## src/rtl/serial_subtractor.sv

```systemverilog
// Bit-serial subtractor: diff = a - b - borrow_in, one bit per clock, LSB first.
// Define SERIAL_SUB_OVF_EN to add the signed-overflow output ovf.
module serial_subtractor #(
  parameter int WIDTH = 4
) (
  input  logic             clk,
  input  logic             rst,
  input  logic             start,
  input  logic [WIDTH-1:0] a,
  input  logic [WIDTH-1:0] b,
  input  logic             borrow_in,
  output logic [WIDTH-1:0] diff,
  output logic             borrow_out,
  output logic             busy,
  output logic             done
`ifdef SERIAL_SUB_OVF_EN
  ,
  output logic             ovf
`endif
);

  localparam int CW = (WIDTH > 2) ? $clog2(WIDTH) : 1;
  localparam logic [CW-1:0] LAST = CW'(WIDTH - 1);

  typedef enum logic [1:0] {IDLE, SHIFT, DONE} state_t;

  state_t           state_q, state_d;
  logic [WIDTH-1:0] sa_q, sa_d;
  logic [WIDTH-1:0] sb_q, sb_d;
  logic [WIDTH-1:0] res_q, res_d;
  logic [WIDTH-1:0] diff_q, diff_d;
  logic [CW-1:0]    cnt_q, cnt_d;
  logic             br_q, br_d;
  logic             borrow_out_q, borrow_out_d;
  logic             bit_d;
`ifdef SERIAL_SUB_OVF_EN
  logic             a_msb_q, a_msb_d;
  logic             b_msb_q, b_msb_d;
  logic             ovf_q, ovf_d;
`endif

  always_comb begin
    state_d      = state_q;
    sa_d         = sa_q;
    sb_d         = sb_q;
    res_d        = res_q;
    diff_d       = diff_q;
    cnt_d        = cnt_q;
    br_d         = br_q;
    borrow_out_d = borrow_out_q;
    bit_d        = 1'b0;
`ifdef SERIAL_SUB_OVF_EN
    a_msb_d      = a_msb_q;
    b_msb_d      = b_msb_q;
    ovf_d        = ovf_q;
`endif
    unique case (state_q)
      IDLE, DONE: begin
        if (start) begin
          sa_d    = a;
          sb_d    = b;
          br_d    = borrow_in;
          cnt_d   = '0;
          state_d = SHIFT;
`ifdef SERIAL_SUB_OVF_EN
          a_msb_d = a[WIDTH-1];
          b_msb_d = b[WIDTH-1];
`endif
        end else begin
          state_d = IDLE;
        end
      end
      SHIFT: begin
        bit_d = sa_q[0] ^ sb_q[0] ^ br_q;
        br_d  = (~sa_q[0] & sb_q[0]) | (~(sa_q[0] ^ sb_q[0]) & br_q);
        sa_d  = sa_q >> 1;
        sb_d  = sb_q >> 1;
        res_d = {bit_d, res_q[WIDTH-1:1]};
        cnt_d = cnt_q + CW'(1);
        // Last bit lands in the MSB on this edge, so publish res_d, not res_q.
        if (cnt_q == LAST) begin
          diff_d       = res_d;
          borrow_out_d = br_d;
          state_d      = DONE;
`ifdef SERIAL_SUB_OVF_EN
          ovf_d        = (a_msb_q != b_msb_q) && (bit_d != a_msb_q);
`endif
        end
      end
      default: state_d = IDLE;
    endcase
  end

  always_ff @(posedge clk or posedge rst) begin
    if (rst) begin
      state_q      <= IDLE;
      sa_q         <= '0;
      sb_q         <= '0;
      res_q        <= '0;
      diff_q       <= '0;
      cnt_q        <= '0;
      br_q         <= 1'b0;
      borrow_out_q <= 1'b0;
`ifdef SERIAL_SUB_OVF_EN
      a_msb_q      <= 1'b0;
      b_msb_q      <= 1'b0;
      ovf_q        <= 1'b0;
`endif
    end else begin
      state_q      <= state_d;
      sa_q         <= sa_d;
      sb_q         <= sb_d;
      res_q        <= res_d;
      diff_q       <= diff_d;
      cnt_q        <= cnt_d;
      br_q         <= br_d;
      borrow_out_q <= borrow_out_d;
`ifdef SERIAL_SUB_OVF_EN
      a_msb_q      <= a_msb_d;
      b_msb_q      <= b_msb_d;
      ovf_q        <= ovf_d;
`endif
    end
  end

  assign diff       = diff_q;
  assign borrow_out = borrow_out_q;
  assign busy       = (state_q == SHIFT);
  assign done       = (state_q == DONE);
`ifdef SERIAL_SUB_OVF_EN
  assign ovf        = ovf_q;
`endif

endmodule
```

## config.mk

```make
export PLATFORM = sky130hd
export DESIGN_NAME = serial_subtractor
export DESIGN_NICKNAME = d
export VERILOG_FILES = /design/src/rtl/serial_subtractor.sv
export SDC_FILE = /design/constraint.sdc
export NUM_CORES = 1
export LEC_CHECK = 0
export ABC_AREA = 1
export ABC_CLOCK_PERIOD_IN_PS = 1800
export CORE_MARGIN = 2
export CORE_UTILIZATION = 50
export CTS_CLUSTER_DIAMETER = 100
export DETAILED_ROUTE_END_ITERATION = 7
export GPL_ROUTABILITY_DRIVEN = 0
export PLACE_DENSITY = 0.82
export SLEW_MARGIN = 20
export SYNTH_ARGS = -nofsm -noshare
export SYNTH_HDL_FRONTEND = slang
export SYNTH_SLANG_ARGS = --single-unit
export TNS_END_PERCENT = 20
```

## constraint.sdc

```tcl
create_clock -name clk -period 1.8 [get_ports clk]
set_clock_uncertainty 0.2 [all_clocks]
set_input_delay 0.36 -clock clk [delete_from_list [all_inputs] [get_ports clk]]
set_output_delay 0.36 -clock clk [all_outputs]
set_load 0.005 [all_outputs]
```

==> results of run 1 <==
logic make-up (layout without fill, tap and decap cells):
| group | after synthesis | in the layout | synth area share |
|---|---|---|---|
| simple gates | 57 | 57 | 0.265 |
| flops | 21 | 21 | 0.530 |
| fa+ha+maj | 2 | 2 | 0.0328 |
| compound gates | 11 | 11 | 0.0555 |
| buf+inv | 27 | 51 | 0.116 |
registers in the layout, summed over array words and instances (netlist names):
signal	count
cnt_q	2
sa_q	4
br_q	1
borrow_out	1
res_q	3
sb_q	4
state_q	2
diff	4
area by class of cell:
cell class / count / area, µm² / area share
flip-flops and latches: 21 / 526 / 0.422
multi-input cells: 70 / 350 / 0.281
repair buffers: 22 / 213 / 0.171
inverters: 25 / 96.3 / 0.0774
well taps: 27 / 33.8 / 0.0271
clock buffers: 4 / 26.3 / 0.0211
layout by cell type, fill, tap and decap left out, drive strengths merged:
| master | count |
|---|---|
| a21oi | 1 |
| buf | 4 |
| clkbuf | 4 |
| clkdlybuf4s50 | 14 |
| dfrtp | 21 |
| dlygate4sd2 | 2 |
| dlymetal6s2s | 2 |
| fa | 1 |
| ha | 1 |
| inv | 25 |
| nand2 | 41 |
| nand3 | 13 |
| nor2 | 3 |
| o21ai | 10 |
power by group:
| group | switching (mW) | total (mW) | internal, mW |
|---|---|---|---|
| clock | 0.143 | 0.230 | 0.0867 |
| combinational | 0.593 | 1.04 | 0.445 |
| sequential | 0.134 | 0.833 | 0.699 |
| total | 0.870 | 2.10 | 1.23 |
metal layers:
metal | track usage | vias up | routed length [µm]
li1 | - | 405 | -
met1 | 0.237 | 400 | 803
met2 | 0.296 | 18 | 885
met3 | 0.0401 | 4 | 87
met4 | 0.0857 | 0 | 31
met5 | 0 | - | 0
final timing paths:
check / end / slack (ps) / cells after the start
min: sb_q[2]$_DFFE_PP0P_ / 170 / 3
min in group clk: diff[0]$_DFFE_PP0P_ / 290 / 2
max reg2reg: res_q[3]$_DFFE_PP0P_ / 350 / 3
max in group asynchronous: cnt_q[1]$_DFFE_PP0P_ / 1020 / 3
max: diff[1] / 60 / 1
min reg2reg: diff[0]$_DFFE_PP0P_ / 290 / 2
through the flow:
| stage | utilization | hold slack (ps) |
|---|---|---|
| 2_1_floorplan | - | 137 |
| 3_3_place_gp | 0.629 | 263 |
| 3_5_place_dp | 0.629 | 267 |
| 4_1_cts | 0.645 | 181 |
| 5_1_grt | 0.648 | 202 |
| 6_report | 0.648 | 167 |
what timing repair did:
action	4_1_cts	5_1_grt
setup endpoints to repair	2	2
setup buffers	1	0
resized for setup	2	2
hold endpoints to repair	0	0
==> impl_metrics.tcl, run 1 <==
set metrics [dict create \
    cp-startpoint "diff[1]$_DFFE_PP0P_" \
    diodes 0 \
    relSlewSlack 0.828 \
    cp.required_ps 1240 \
    yosysTopAreaCellShare 0.530 \
    fmax_mhz 573 \
    place_area_mm2 0.00121 \
    path_buf_inv 1 \
    drt_iter0_markers 17 \
    die_x_um 48.5 \
    synth.avg_cell_area_um2 8.40 \
    clock_latency_ps 310 \
    clock_sinks 21 \
    p_leak_nw 0.705 \
    vias 827 \
    io_buffers 18 \
    routed_wl_um 1810 \
    synthCells 118 \
    slowest_delay_ps 500 \
    clock-root-buffer "clkbuf_4" \
    outcome "finished clean" \
    post-route-min-period_ps 1740 \
    htreeDepth 1 \
    vias_per_cell 4.89 \
    tightest_slew_ps 257 \
    cts_tree "built" \
    async_reset_ff_frac 1.00 \
    n_fill_cell 190 \
    crit_arrival_ps 1180 \
    setup_slack_ps 55.4 \
    drv_cap 0 \
    vdd_drop_max_mv 0.877 \
    report.final.slew_viol_count 0 \
    post-synth-top-count-cell "nand2_1" \
    yosysWarnings 0 \
    crit_chain "clkdlybuf4s50_1" \
    place_inst 164 \
    cts_buffers 3 \
    synth_top_cells_by_area "dfrtp_1, nand2_1, inv_1" \
    crit_family "buffers and inverters" \
    hold_buffers 0 \
    finalPower_mw 2.10 \
    crit_slowest_cell "clkdlybuf4s50_1" \
    track_usage 0.183 \
    syn_to_final_growth_pct 25.6 \
    final_nets 157 \
    p_per_area_mw_per_mm2 1690 \
    drc 0 \
    ant_nets 0 \
    synth_seq_area_share 0.530 \
    die-height_um 48.5 \
    cp-end-kind "primary output" \
    r2r-start "sa_q[0]$_DFFE_PP0P_" \
    pin_count 19 \
    rsz0062_at_grt "no" \
    synth_nets 132 \
    start_util 0.516 \
    grt_max_degree 22 \
    hold_class "input port to async pin" \
    die-area_mm2 0.00235 \
    dpl_worst_slack_ps 150 \
    syn_area_um2 991 \
    crit_fanout 2 \
    dpl.hpwl_um 1350 \
    synth-seq-cells 21 \
    period_share 0.969 \
    grt_pass1_wl_um 3370 \
    drive_gt1_frac 0.106 \
    std_cell_rows 16 \
    synth_cell_types 17 \
    grt-ovfl-total 0 \
    ys.flop_type "dfrtp_1" \
    yosysTopAreaCell "dfrtp_1" \
    synth_edf_count 0 \
    crit_type "flip-flop to primary output" \
    setup_viol 0 \
    antenna_found_initial 0 \
    drt_pass1_iterations 4 \
    worstSetupStartpointType "flip-flop" \
    grt_pass1_vias 796 \
    clkTransAtPathRegs_ps 110 \
    hold_violations 0 \
    clock_path_buffers 2 \
    synth.top_cells.by_count "nand2_1, inv_1, dfrtp_1, nand3_1, o21ai_0" \
    stdcell_count 169 \
    fin_area_mm2 0.00124 \
    wl_per_cell_um 10.7 \
    coreArea_mm2 0.00192 \
    finalSetupTns_ps 0 \
]
(Power assumes the default switching activity.)
==> inputs of run 2 (changes only) <==
--- a/config.mk
+++ b/config.mk
@@ -12,7 +12,7 @@
 export CTS_CLUSTER_DIAMETER = 100
 export DETAILED_ROUTE_END_ITERATION = 7
 export GPL_ROUTABILITY_DRIVEN = 0
-export PLACE_DENSITY = 0.82
+export PLACE_DENSITY = 0.77
 export SLEW_MARGIN = 20
 export SYNTH_ARGS = -nofsm -noshare
 export SYNTH_HDL_FRONTEND = slang
==> impl_metrics.tcl, run 2 (same netlist as run 1, synthesis figures left out) <==
set metrics [dict create \
    ant_nets 0 \
    drv_cap 0 \
    coreArea_mm2 0.00192 \
    cp-end-kind "primary output" \
    std_cell_rows 16 \
    post-route-min-period_ps 1730 \
    start_util 0.516 \
    crit_type "flip-flop to primary output" \
    drt_pass1_iterations 4 \
    clock_path_buffers 2 \
    drt_iter0_markers 7 \
    crit_arrival_ps 1170 \
    p_per_area_mw_per_mm2 1680 \
    stdcell_count 169 \
    r2r-start "state_q[1]$_DFFE_PP0P_" \
    crit_chain "clkdlybuf4s50_1" \
    final_nets 157 \
    vias 770 \
    cts_post_setup_buffers_inserted 0 \
    htreeDepth 1 \
    rsz0062_at_grt "no" \
    hold_class "input port to async pin" \
    cp_num_cells 1 \
    die_x_um 48.5 \
    wl_per_cell_um 10.4 \
    cts_tree "built" \
    clkTransAtPathRegs_ps 110 \
    cp-startpoint "diff[2]$_DFFE_PP0P_" \
    finalSetupTns_ps 0 \
    syn_to_final_growth_pct 25.1 \
    crit_family "buffers and inverters" \
    clock_latency_ps 300 \
    hold_violations 0 \
    p_leak_nw 0.677 \
    diodes 0 \
    drive_gt1_frac 0.106 \
    grt_pass1_wl_um 3250 \
    vdd_drop_max_mv 1.01 \
    track_usage 0.178 \
    dpl.hpwl_um 1310 \
    outcome "finished clean" \
    report.final.slew_viol_count 0 \
    final_cell_mix "nand2_1, inv_1, dfrtp_1" \
    r2r_slack_ps 360 \
    io_buffers 18 \
    path_buf_inv 1 \
    slowest_delay_ps 500 \
    critPathCapture "diff[2]" \
    grt_max_degree 22 \
    die-height_um 48.5 \
    n_fill_cell 170 \
    clock_sinks 21 \
    reg2reg_to "br_q$_DFFE_PP0P_" \
    fin_util 0.645 \
    cp.required_ps 1240 \
    fmax_mhz 577 \
    clock-root-buffer "clkbuf_4" \
    vias_per_cell 4.56 \
    hold_buffers 0 \
    grt-ovfl-total 0 \
    final_common_cell "nand2_1" \
    routed_wl_um 1770 \
    antenna_found_initial 0 \
    tightest_slew_ps 264 \
    cts_buffers 3 \
    grt_pass1_vias 781 \
    place_inst 165 \
    period_share 0.962 \
    crit_fanout 2 \
    worstSetupStartpointType "flip-flop" \
    drc 0 \
    crit_slowest_cell "clkdlybuf4s50_1" \
    r2r_cells 7 \
    relSlewSlack 0.824 \
    pin_count 19 \
    die-area_mm2 0.00235 \
    setup_viol 0 \
]
run 2: cell types whose count changed in the layout (fill, tap and decap cells not counted):
cell	change
clkdlybuf4s50_1	+2
dlymetal6s2s_1	-2
run 2: timing repair:
action / 4_1_cts / 5_1_grt
endpoints found under the setup margin: 2 / 0
hold endpoints to repair: 0 / 0
resized for setup: 2 / 0
run 2: final cells by class:
class                      instances  area (µm²)  share of cell area
clock buffer                       4        26.3              0.0212
sequential                        21         526               0.424
tap                               27        33.8              0.0272
timing repair buffer              22         208               0.168
multi-input combinational         70         350               0.283
inverter                          25        96.3              0.0777
run 2: how the worst min path moves through the flow:
stage | startpoint | to | slack (ps) | depth (start not counted)
6_report | rst | res_q[2]$_DFFE_PP0P_ | 180 | 3
4_1_cts | rst | cnt_q[1]$_DFFE_PP0P_ | 190 | 3
3_3_place_gp | res_q[1]$_DFFE_PP0P_ | diff[0]$_DFFE_PP0P_ | 260 | 2
2_1_floorplan | rst | borrow_out$_DFFE_PP0P_ | 140 | 1
5_1_grt | rst | cnt_q[1]$_DFFE_PP0P_ | 210 | 3
3_5_place_dp | res_q[1]$_DFFE_PP0P_ | diff[0]$_DFFE_PP0P_ | 260 | 2
run 2: worst min-delay path, cell delays in order:
cell and delay, ps:
clkdlybuf4s50_1 400, inv_1 60, buf_4 270
run 2: stage by stage:
step                      area, µm²  power, mW  hold WS (ps)  worst slack [ps]
after CTS                      1240       2.11           189              49.0
after global placement         1220       1.87           260               180
after detailed placement       1220       1.89           263               179
after global routing           1240       2.31           205              7.57
after floorplan                 991       1.55           137               451
final                          1240       2.08           183              68.4
run 2: layer usage:
layer	GRT usage	vias to the layer above	wire, µm
li1	-	403	-
met1	0.226	345	840
met2	0.296	17	827
met3	0.0278	5	55
met4	0.0905	0	42
met5	0	-	0
run 2: power breakdown:
part           internal, mW  leakage [nW]  switching (mW)
registers             0.699         0.261           0.128
clock network        0.0864        0.0150           0.137
logic                 0.445         0.401           0.584
==> inputs of run 3 (changes only) <==
--- a/config.mk
+++ b/config.mk
@@ -13,6 +13,7 @@
 export DETAILED_ROUTE_END_ITERATION = 7
 export GPL_ROUTABILITY_DRIVEN = 0
 export PLACE_DENSITY = 0.77
+export SETUP_SLACK_MARGIN = 0.3
 export SLEW_MARGIN = 20
 export SYNTH_ARGS = -nofsm -noshare
 export SYNTH_HDL_FRONTEND = slang
==> impl_metrics.tcl, run 3 (same netlist as run 1, synthesis figures left out) <==
set metrics [dict create \
    final_common_cell "nand2_1" \
    drc 0 \
    crit_family "flip-flops" \
    grt_pass1_wl_um 3430 \
    crit_slowest_cell "dfrtp_1" \
    place_area_mm2 0.00122 \
    die-area_mm2 0.00235 \
    final_nets 162 \
    rsz0062_at_grt "yes" \
    hold_class "input port to async pin" \
    worstSetupStartpointType "flip-flop" \
    hold_buffers 0 \
    slowest_delay_ps 440 \
    ant_nets 0 \
    antenna_found_initial 0 \
    hold_violations 0 \
    fin_area_mm2 0.00132 \
    crit_chain "buf_6 > inv_4 > nor2_4 > buf_2" \
    grt_pass1_vias 821 \
    clock-root-buffer "clkbuf_4" \
    vias 809 \
    drive_gt1_frac 0.156 \
    pin_count 19 \
    htreeDepth 1 \
    diodes 0 \
    drt_iter0_markers 7 \
    routed_wl_um 1940 \
    track_usage 0.187 \
    start_util 0.516 \
    grt-ovfl-total 0 \
    drt_pass1_iterations 4 \
    fin_hold_ws_ps 182 \
    p_per_area_mw_per_mm2 1710 \
    die-height_um 48.5 \
    final_cell_mix "nand2_1, inv_1, dfrtp_1" \
    syn_to_final_growth_pct 32.8 \
    p_leak_nw 0.721 \
    cp.required_ps 1240 \
    vdd_drop_max_mv 1.04 \
    wl_per_cell_um 11.2 \
    coreArea_mm2 0.00192 \
    r2r-start "state_q[1]$_DFFE_PP0P_" \
    std_cell_rows 16 \
    finalSetupTns_ps 0 \
    path_buf_inv 3 \
    cp-end-kind "primary output" \
    dpl.hpwl_um 1310 \
    report.final.slew_viol_count 0 \
    clkTransAtPathRegs_ps 110 \
    post-route-min-period_ps 1650 \
    clock_path_buffers 2 \
    cp-startpoint "state_q[1]$_DFFE_PP0P_" \
    tightest_slew_ps 264 \
    relSlewSlack 0.824 \
    vias_per_cell 4.65 \
    crit_fanout 2 \
    grt_max_degree 22 \
    fmax_mhz 606 \
    crit_type "flip-flop to primary output" \
    cts_buffers 3 \
    period_share 0.917 \
    drv_cap 0 \
    cts_tree "built" \
    clock_latency_ps 300 \
    n_fill_cell 165 \
    setup_viol 0 \
    crit_arrival_ps 1090 \
    die_x_um 48.5 \
    io_buffers 18 \
    outcome "finished clean" \
    clock_sinks 21 \
]
==> run 3: power breakdown <==
group / total (mW) / internal [mW] / switching (mW) / leakage [nW]
Clock: 0.225 / 0.0865 / 0.138 / 0.0150
Sequential: 0.826 / 0.699 / 0.127 / 0.261
Combinational: 1.20 / 0.511 / 0.689 / 0.445
==> run 3: final cells by class <==
| class | instances | area, µm² | share of cell area |
|---|---|---|---|
| timing repair buffer | 25 | 231 | 0.176 |
| multi-input combinational | 72 | 398 | 0.302 |
| sequential | 21 | 526 | 0.399 |
| clock buffer | 4 | 26.3 | 0.0200 |
| inverter | 25 | 101 | 0.0770 |
| tap | 27 | 33.8 | 0.0257 |
==> run 3: worst reg2reg max path, cell delays in order, from the launching register on <==
cell	delay, ps
dfrtp_1	440
buf_6	140
inv_4	70
buf_8	140
nand2_8	90
nand2_8	100
inv_4	60
nand2_1	60
nand2_1	50
==> run 3: worst paths after layout <==
kind | slack [ps] | depth (start not counted) | end
worst max-delay path | 150 | 4 | done
worst min-delay path | 180 | 3 | res_q[2]$_DFFE_PP0P_
worst max register to register | 360 | 8 | br_q$_DFFE_PP0P_
max in group asynchronous | 1010 | 3 | sa_q[1]$_DFFE_PP0P_
worst min register to register | 290 | 2 | diff[0]$_DFFE_PP0P_
min in group clk | 290 | 2 | diff[0]$_DFFE_PP0P_
==> run 3: layer usage <==
metal	wire, µm	vias up	GRT usage
met5	0	-	0
met4	42	0	0.0905
met3	53	5	0.0278
met2	975	15	0.324
met1	872	369	0.229
li1	-	420	-
==> run 3: repair_timing <==
action | 4_1_cts | 5_1_grt
endpoints found under the hold margin | 0 | 0
pin swaps | 0 | 2
endpoints found under the setup margin | 7 | 18
setup buffers | 3 | 0
gates resized for setup | 18 | 5
gates cloned | 0 | 2
==> run 3: metrics by stage <==
stage,instances,power [mW],util,setup WS (ps)
floorplan,118,1.55,-,451
global placement,165,1.87,0.633,180
global route,174,2.48,0.685,101
detailed placement,165,1.89,0.633,179
CTS,172,2.14,0.659,162
finish,174,2.25,0.685,149
==> RTL change, RTL diff (flow settings as in run 2) <==
The option `SERIAL_SUB_OVF_EN` is turned on by a define.
--- a/src/rtl/serial_subtractor.sv
+++ b/src/rtl/serial_subtractor.sv
@@ -1,5 +1,7 @@
 // Bit-serial subtractor: diff = a - b - borrow_in, one bit per clock, LSB first.
 // Define SERIAL_SUB_OVF_EN to add the signed-overflow output ovf.
+`define SERIAL_SUB_OVF_EN
+
 module serial_subtractor #(
   parameter int WIDTH = 4
 ) (
Behaviour (old outputs only; new: ovf): unchanged (Yosys induction, for registers that start in step).
==> RTL change against run 2 <==
- largest cell class unchanged
- final cell count grew 8.9%
- worst setup slack lost 2.5 ps
- synthesized area grew 12%
- power grew 13%
- wire length grew 14%
- hold slack lost 8.9 ps
- sequential cell count grew 3
- maximum frequency shrank 0.14%
- design area grew 10%
- count of clock-buffer cells in the layout shrank 1
- combinational power grew 15%
- largest power group unchanged
==> RTL change: results (changes against run 2) <==
set qor(layout.nets) 172 ;# was 157
set qor(pre_cts_ws_ps) 179 ;# about the same
set qor(global_route.usage.total) 0.190 ;# was 0.178
set qor(post_drt_via_cell_ratio) 4.68 ;# was 4.56
set qor(wire_length_of_the_first_global_routing_pass_mm) 3.68 ;# was 3.25 mm
set qor(synth_common_cells) {sky130_fd_sc_hd__nand2_1 (41), sky130_fd_sc_hd__dfrtp_1 (24), sky130_fd_sc_hd__inv_1 (24), sky130_fd_sc_hd__nand3_1 (15)} ;# was sky130_fd_sc_hd__nand2_1 (37), sky130_fd_sc_hd__inv_1 (22), sky130_fd_sc_hd__dfrtp_1 (21), sky130_fd_sc_hd__nand3_1 (13), sky130_fd_sc_hd__o21ai_0 (9)
set qor(count_of_buffers_inserted_at_the_top_level_ports) 19 ;# was 18
set qor(max-slew-margin-rel) 0.799 ;# was 0.824
set qor(p_sw_mw) 0.972 ;# was 0.849 mW
set qor(p_leak_nw) 0.738 ;# was 0.677 nW
set qor(drive_gt1_frac) 0.0962 ;# was 0.106
set qor(finalWirelength_mm) 2.02 ;# was 1.77 mm
set qor(timing.hold.worst.class) {primary input to async pin} ;# unchanged
set qor(outcome) {finished, final reports clean} ;# unchanged
set qor(mappedNetlistNets) 146 ;# was 132
set qor(detailed_placer_s_ending_hpwl_mm) 1.51 ;# was 1.31 mm
set qor(seq_area_frac_synth) 0.540 ;# was 0.530
set qor(rr_worst_depth) 6 ;# was 7
set qor(synthesis.area_per_instance_um2) 8.43 ;# was 8.40 µm²
set qor(dpl-instance-area_mm2) 0.00135 ;# was 0.00122 mm²
set qor(first_iter_violations) 8 ;# was 7
set qor(wire_per_inst_um) 11.0 ;# was 10.4 µm
set qor(number_of_global_route_vias_before_repair) 875 ;# was 781
set qor(netlist_top_cells_area) {sky130_fd_sc_hd__dfrtp_1 (54%), sky130_fd_sc_hd__nand2_1 (14%), sky130_fd_sc_hd__inv_1 (8.1%)} ;# was sky130_fd_sc_hd__dfrtp_1 (53%), sky130_fd_sc_hd__nand2_1 (14%), sky130_fd_sc_hd__inv_1 (8.3%)
set qor(maximum_number_of_pins_on_one_net_before_global_route_repair) 25 ;# was 22
set qor(power.ir.vdd_worst_v) 0.000913 ;# was 0.00101 V
-- RTL change: logic make-up after synthesis --
logic type / synth area share
simple gates: 0.262
buf+inv: 0.110
fa+ha+maj: 0.0292
compound gates: 0.0585
flops: 0.540
-- RTL change: timing repair --
action                     in CTS  in global routing
resized for setup               2                  0
setup endpoints to repair       2                  0
hold buffers                    0                  0
-- RTL change: path summary, 6_finish.rpt --
kind                         start  slack, ps      end
max                            ovf         70      ovf
min                            rst        170  diff[3]
max reg2reg                sa_q[0]        200      ovf
min reg2reg                diff[0]        290  diff[0]
max in group asynchronous      rst        990  diff[1]
min in group clk           diff[0]        290  diff[0]
-- RTL change: cell type report --
class / instances / area, µm²
clock buffer: 3 / 22.5
fill: 190 / 779
inverter: 27 / 104
multi-input combinational: 79 / 389
sequential: 24 / 601
tap: 28 / 35.0
timing repair buffer: 23 / 218
-- RTL change: power by group through the flow --
| stage | Clock, mW | Combinational, mW | Sequential [mW] |
|---|---|---|---|
| after floorplan | 0 | 0.847 | 0.917 |
| after global placement | 0 | 1.19 | 0.935 |
| after detailed placement | 0 | 1.21 | 0.949 |
| after CTS | 0.240 | 1.20 | 0.935 |
| after global routing | 0.254 | 1.37 | 0.965 |
| final | 0.227 | 1.18 | 0.935 |
-- RTL change: layer usage --
metal	track usage	vias up	routed length [µm]
met1	0.226	393	915
met5	0	-	0
met4	0.113	0	16
met2	0.325	20	1020
li1	-	446	-
met3	0.0292	2	71
